===== src/rtl/seg_pkg.sv =====
// Shared types and constants for the sequential binary-to-BCD converter.
// Used by seq_bin2bcd and its bcd_add3 digit cells.
package seg_pkg;

    localparam int BCD_W = 4;

    typedef logic [BCD_W-1:0] bcd_digit_t;

    localparam bcd_digit_t BCD_NINE = 4'h9;

    typedef enum logic [1:0] {
        IDLE,
        SHIFT,
        DONE
    } state_t;

endpackage


===== src/rtl/bcd_add3.sv =====
// Shift-and-add-3 digit cell: bumps a BCD digit by 3 when it is 5 or more,
// so that the following left shift carries correctly into the next digit.
module bcd_add3 (
    input  logic [3:0] in_i,
    output logic [3:0] out_o
);

    assign out_o = (in_i >= 4'd5) ? in_i + 4'd3 : in_i;

endmodule


===== src/rtl/seq_bin2bcd.sv =====
// Sequential binary-to-BCD converter, one bit per clock, for the hex displays.
// Define SEQ_BIN2BCD_BLANK_EN to build the leading-zero blank mask.
module seq_bin2bcd
    import seg_pkg::*;
#(
    parameter int WIDTH  = 20,
    parameter int DIGITS = 6
) (
    input  logic                    clk,
    input  logic                    reset_n,
    input  logic                    start,
    input  logic [WIDTH-1:0]        bin,
    output logic                    busy,
    output logic                    done,
    output logic [DIGITS*BCD_W-1:0] bcd,
    output logic                    overflow,
    output logic [DIGITS-1:0]       blank
);

    localparam int DW = DIGITS * BCD_W;
    localparam int CW = (WIDTH > 1) ? $clog2(WIDTH) : 1;

    state_t          state_q, state_d;
    logic [WIDTH-1:0] sr_q, sr_d;
    logic [DW-1:0]   wk_q, wk_d;
    logic [DW-1:0]   adj;
    logic [CW-1:0]   cnt_q, cnt_d;
    logic            acc_q, acc_d;
    logic [DW-1:0]   bcd_q, bcd_d;
    logic            ovf_q, ovf_d;

    for (genvar k = 0; k < DIGITS; k++) begin : g_add3
        bcd_add3 u_add3 (
            .in_i  (wk_q[k*BCD_W +: BCD_W]),
            .out_o (adj[k*BCD_W +: BCD_W])
        );
    end

    always_comb begin
        state_d = state_q;
        sr_d    = sr_q;
        wk_d    = wk_q;
        cnt_d   = cnt_q;
        acc_d   = acc_q;
        bcd_d   = bcd_q;
        ovf_d   = ovf_q;
        busy    = 1'b1;
        done    = 1'b0;
        unique case (state_q)
            IDLE: begin
                busy = 1'b0;
                if (start) begin
                    sr_d    = bin;
                    wk_d    = '0;
                    acc_d   = 1'b0;
                    cnt_d   = CW'(WIDTH - 1);
                    state_d = SHIFT;
                end
            end
            SHIFT: begin
                // A set MSB in the adjusted top digit would be lost by the shift.
                wk_d = {adj[DW-2:0], sr_q[WIDTH-1]};
                sr_d = {sr_q[WIDTH-2:0], 1'b0};
                if (adj[DW-1]) begin
                    acc_d = 1'b1;
                end
                if (cnt_q == '0) begin
                    state_d = DONE;
                end else begin
                    cnt_d = cnt_q - 1'b1;
                end
            end
            DONE: begin
                done    = 1'b1;
                state_d = IDLE;
                if (acc_q) begin
                    bcd_d = {DIGITS{BCD_NINE}};
                    ovf_d = 1'b1;
                end else begin
                    bcd_d = wk_q;
                    ovf_d = 1'b0;
                end
            end
            default: begin
                state_d = IDLE;
            end
        endcase
    end

    always_ff @(posedge clk or negedge reset_n) begin
        if (!reset_n) begin
            state_q <= IDLE;
            sr_q    <= '0;
            wk_q    <= '0;
            cnt_q   <= '0;
            acc_q   <= 1'b0;
            bcd_q   <= '0;
            ovf_q   <= 1'b0;
        end else begin
            state_q <= state_d;
            sr_q    <= sr_d;
            wk_q    <= wk_d;
            cnt_q   <= cnt_d;
            acc_q   <= acc_d;
            bcd_q   <= bcd_d;
            ovf_q   <= ovf_d;
        end
    end

    assign bcd      = bcd_q;
    assign overflow = ovf_q;

`ifdef SEQ_BIN2BCD_BLANK_EN
    logic [DIGITS-1:0] blank_q, blank_d;
    logic              seen;

    // Digit 0 is never blanked so a zero value still shows "0".
    always_comb begin
        blank_d = blank_q;
        seen    = 1'b0;
        if (state_q == DONE) begin
            blank_d = '0;
            if (!acc_q) begin
                for (int k = DIGITS - 1; k > 0; k--) begin
                    seen       = seen | (wk_q[k*BCD_W +: BCD_W] != '0);
                    blank_d[k] = ~seen;
                end
            end
        end
    end

    always_ff @(posedge clk or negedge reset_n) begin
        if (!reset_n) begin
            blank_q <= '0;
        end else begin
            blank_q <= blank_d;
        end
    end

    assign blank = blank_q;
`else
    assign blank = '0;
`endif

endmodule

===== config.mk =====
export PLATFORM = sky130hd
export DESIGN_NAME = seq_bin2bcd
export DESIGN_NICKNAME = d
export VERILOG_FILES = /design/src/rtl/seg_pkg.sv /design/src/rtl/bcd_add3.sv /design/src/rtl/seq_bin2bcd.sv
export SDC_FILE = /design/constraint.sdc
export NUM_CORES = 1
export LEC_CHECK = 0
export BUFFER_PORTS_ARGS = -buffer_cell sky130_fd_sc_hd__buf_2
export CORE_ASPECT_RATIO = 1.4
export CORE_MARGIN = 2
export CORE_UTILIZATION = 25
export CTS_CLUSTER_SIZE = 16
export DETAILED_ROUTE_END_ITERATION = 12
export HOLD_SLACK_MARGIN = 0.12
export PLACE_DENSITY = 0.47
export SLEW_MARGIN = 30
export SYNTH_ARGS = -nofsm -noshare
export SYNTH_HDL_FRONTEND = slang
export SYNTH_SLANG_ARGS = --single-unit

===== constraint.sdc =====
create_clock -name clk -period 1.8 [get_ports clk]
set_input_delay 0.09 -clock clk [delete_from_list [all_inputs] [get_ports clk]]
set_output_delay 0.09 -clock clk [all_outputs]
set_load 0.01 [all_outputs]

==> metrics.log <==
INFO  metric clock-sinks = 77
INFO  metric final_layout_size_suffix_gt1_frac = 0.168
INFO  metric fin_cells = 661
INFO  metric synth_enable_flop_cells = 0
INFO  metric dp_hpwl = 5750 um
INFO  metric detailroute.via_count = 3,021
INFO  metric routabilityCongestion = 0.803
INFO  metric worst_path_largest_cell_delay = 0.50 ns
INFO  metric grt.met2_usage = 0.188
INFO  metric skew = 0.00689 ns
INFO  metric ys_seq_elements = 77
INFO  metric clock-root-buffer = clkbuf_16
INFO  metric num_cts_buffers = 9
INFO  metric timing.setup.critical_path_class = reg2out
INFO  metric max-clock-path-buffers = 2
INFO  metric p_per_area = 1810 nW/um^2
INFO  metric setup.worst_path.start = state_q[0]
INFO  metric worstPathCellList = nand2b_1 -> buf_12 -> inv_1 -> buf_2
INFO  metric detail_route.drc_violations = 0
INFO  metric worst_path_cell_with_the_longest_stage_delay = dfrtp_1
INFO  metric die_w = 108 um
INFO  metric antennaDiodeCount = 0
INFO  metric postCtsResizedCells = 0
INFO  metric synth.top_cells.by_count = dfrtp_1 (77), nand2_1 (75), nor2_1 (33)
INFO  metric holdWs = 0.203 ns
INFO  metric cts_max_level = 3
INFO  metric port_buffers = 49
INFO  metric synth.yosys.seq_area_share = 0.508
INFO  metric critical_path_arrival = 1.46 ns
INFO  metric die_area = 16,200 um^2
INFO  metric netSwitchingFraction = 0.399
INFO  metric leakage = 2.21 nW
INFO  metric min_delay_src = bin[1]
INFO  metric worst-endpoint-required = 1.71 ns
INFO  metric final_hold_viol_count = 0
INFO  metric synth_top_cell_area_share = 0.508
INFO  metric latest_clock_arrival_within_the_worst_skew_pair = 0.34 ns
INFO  metric cts.clk_slew.worst_paths = 0.05 ns
INFO  metric area_growth = 25.1%
INFO  metric start_kind = flop
INFO  metric synth_async_sr_flop_share = 1.00
INFO  metric postSynth.topFlopCell = dfrtp_1
INFO  metric grt_use_met3 = 0.0166
INFO  metric placeableCoreArea = 14,900 um^2
INFO  metric netlist_top_cells_area = dfrtp_1 (51%), nand2_1 (7.4%), ha_1 (4.3%), o31ai_1 (3.8%), nor2_1 (3.3%)
INFO  metric max-vdd-ir-drop = 627 uV
INFO  metric path_delay_family = flip-flops
INFO  metric most_numerous_cell_in_the_yosys_netlist = dfrtp_1
INFO  metric final-max-slew-violation-count = 0
INFO  metric clkPwrFrac = 0.202
INFO  metric drtAntennaViolNets = 0
INFO  metric global_route.peak_usage_layer = met2
INFO  metric grt-ovfl-total = 0
INFO  metric combined_global_route_utilization_of_all_metal_layers = 0.113
INFO  metric finalCriticalPeriod = 1.55 ns
INFO  metric initialDrtViolationCount = 195
INFO  metric cts_tree = done
INFO  metric syn_std_cell_area = 3800 um^2
INFO  metric first_global_vias = 3,013
INFO  metric floorplan.initialDensity = 0.254
INFO  metric synth_cell_types = 39
INFO  metric route.final.wire_length = 8560 um
INFO  metric synth_area_per_cell = 9.47 um^2
INFO  metric critPathBufInv = 3
INFO  metric io_count = 56
INFO  metric seq_power_share = 0.352
INFO  metric setup.worst_path.end_class = output port
INFO  metric p_sw = 0.00344 W
INFO  metric cap_viol_max_count = 0
INFO  metric status = finished clean
INFO  metric timing.hold.worst.class = in2reg
INFO  metric placed_cells = 626
INFO  metric largest_net_degree_at_the_start_of_global_routing = 55
INFO  metric power_report.internal_total = 0.00517 W
INFO  metric placement_rows = 53
INFO  metric layout.nets = 501
INFO  metric min_period_over_period = 0.864
INFO  metric worst-path-max-fanout = 51
INFO  metric avgRoutedWirePerCell = 12.9 um
INFO  metric unrepaired_setup_endpoints_after_global_routing = no
INFO  metric filler_cell_count = 1,585
INFO  metric clock.fmax = 0.643 GHz
INFO  metric postSynthCellCount = 401
INFO  metric yosysTopAreaCell = dfrtp_1
INFO  metric synth_warnings = 0
INFO  metric pwr-share-comb = 0.446
INFO  metric via_per_inst = 4.57
INFO  metric chipHeight = 150 um
INFO  metric setup_violations = 0
INFO  metric drt_pass1_iterations = 4
INFO  metric cts.repair_timing.setup_buffer_count = 0
INFO  metric setup_tns = 0 ns
INFO  metric grt_pass1_wl = 14,500 um
INFO  metric grt_antenna_before_repair = 0
INFO  metric regToRegStartpoint = state_q[0]
INFO  metric grtUsageMet1 = 0.141
INFO  metric cts_hold_repair.buffers = 20
==> stage by stage <==
stage               power (W)  area, um^2  setup slack (ns)   util
finish                0.00860        4750             0.246  0.318
global route          0.00942        4750             0.125  0.318
CTS                   0.00877        4750             0.221  0.318
detailed placement    0.00695        4260             0.331  0.286
global placement      0.00685        4260             0.346  0.286
floorplan             0.00585        3810             0.408      -
==> layer usage <==
| metal | vias up | wire length (um) | share of wire |
|---|---|---|---|
| met1 | 1418 | 3980 | 0.47 |
| met4 | 0 | 209 | 0.024 |
| met2 | 64 | 4070 | 0.48 |
| met3 | 15 | 293 | 0.034 |
| met5 | - | 0 | 0 |
| li1 | 1524 | - | - |
==> final cells by class <==
type | instances | area, um^2 | area share
flip-flops and latches | 77 | 1930 | 0.406
multi-input cells | 269 | 1610 | 0.340
repair buffers | 79 | 573 | 0.121
clock buffers | 12 | 267 | 0.0561
well taps | 192 | 240 | 0.0506
inverters | 29 | 109 | 0.0229
clock inverters | 3 | 20.0 | 0.00421
==> final timing paths <==
path	end	slack, ns	depth (start not counted)
min	sr_q[1]	0.20	4
max in group asynchronous	bcd[1]	0.98	3
min in group asynchronous	sr_q[0]	0.26	2
max	done	0.25	4
min reg2reg	bcd[21]	0.47	2
max reg2reg	wk_q[14]	0.35	4
==> registers in the layout, summed over array words and instances (netlist names) <==
signal    count
acc_q         1
overflow      1
state_q       2
sr_q         20
cnt_q         5
bcd          24
wk_q         24
==> cell usage in the layout, fill, tap and decap left out, drive strengths merged, types with 13 or more instances in the layout <==
master and count:
dfrtp 77, nand2 75, buf 59, nor2 33, inv 29, o21ai 24, dlygate4sd3 20, o31ai 19
a31oi 19, ha 13
==> kinds of logic (layout without fill, tap and decap cells) <==
family,after synthesis,in the layout,synth area share
fa+ha+maj,13,13,0.0428
flops,77,77,0.508
xor+xnor,6,6,0.0138
buf+inv,60,123,0.0722
simple gates,132,132,0.153
compound gates,112,112,0.210
other cells,1,6,0.000988
==> worst register-to-register path, cell delays in order, from the launching register on <==
cell and delay (ns):
dfrtp_1 0.50, and2b_2 0.33, buf_12 0.26, o2111ai_1 0.17, o211ai_1 0.12
==> power groups by stage <==
stage	clock network, W	logic, W	registers, W
global route	0.00187	0.00440	0.00315
floorplan	0	0.00283	0.00302
global placement	0	0.00381	0.00305
finish	0.00174	0.00384	0.00303
detailed placement	0	0.00389	0.00306
CTS	0.00181	0.00392	0.00303
Note: power is estimated with default switching activity, not from simulation.
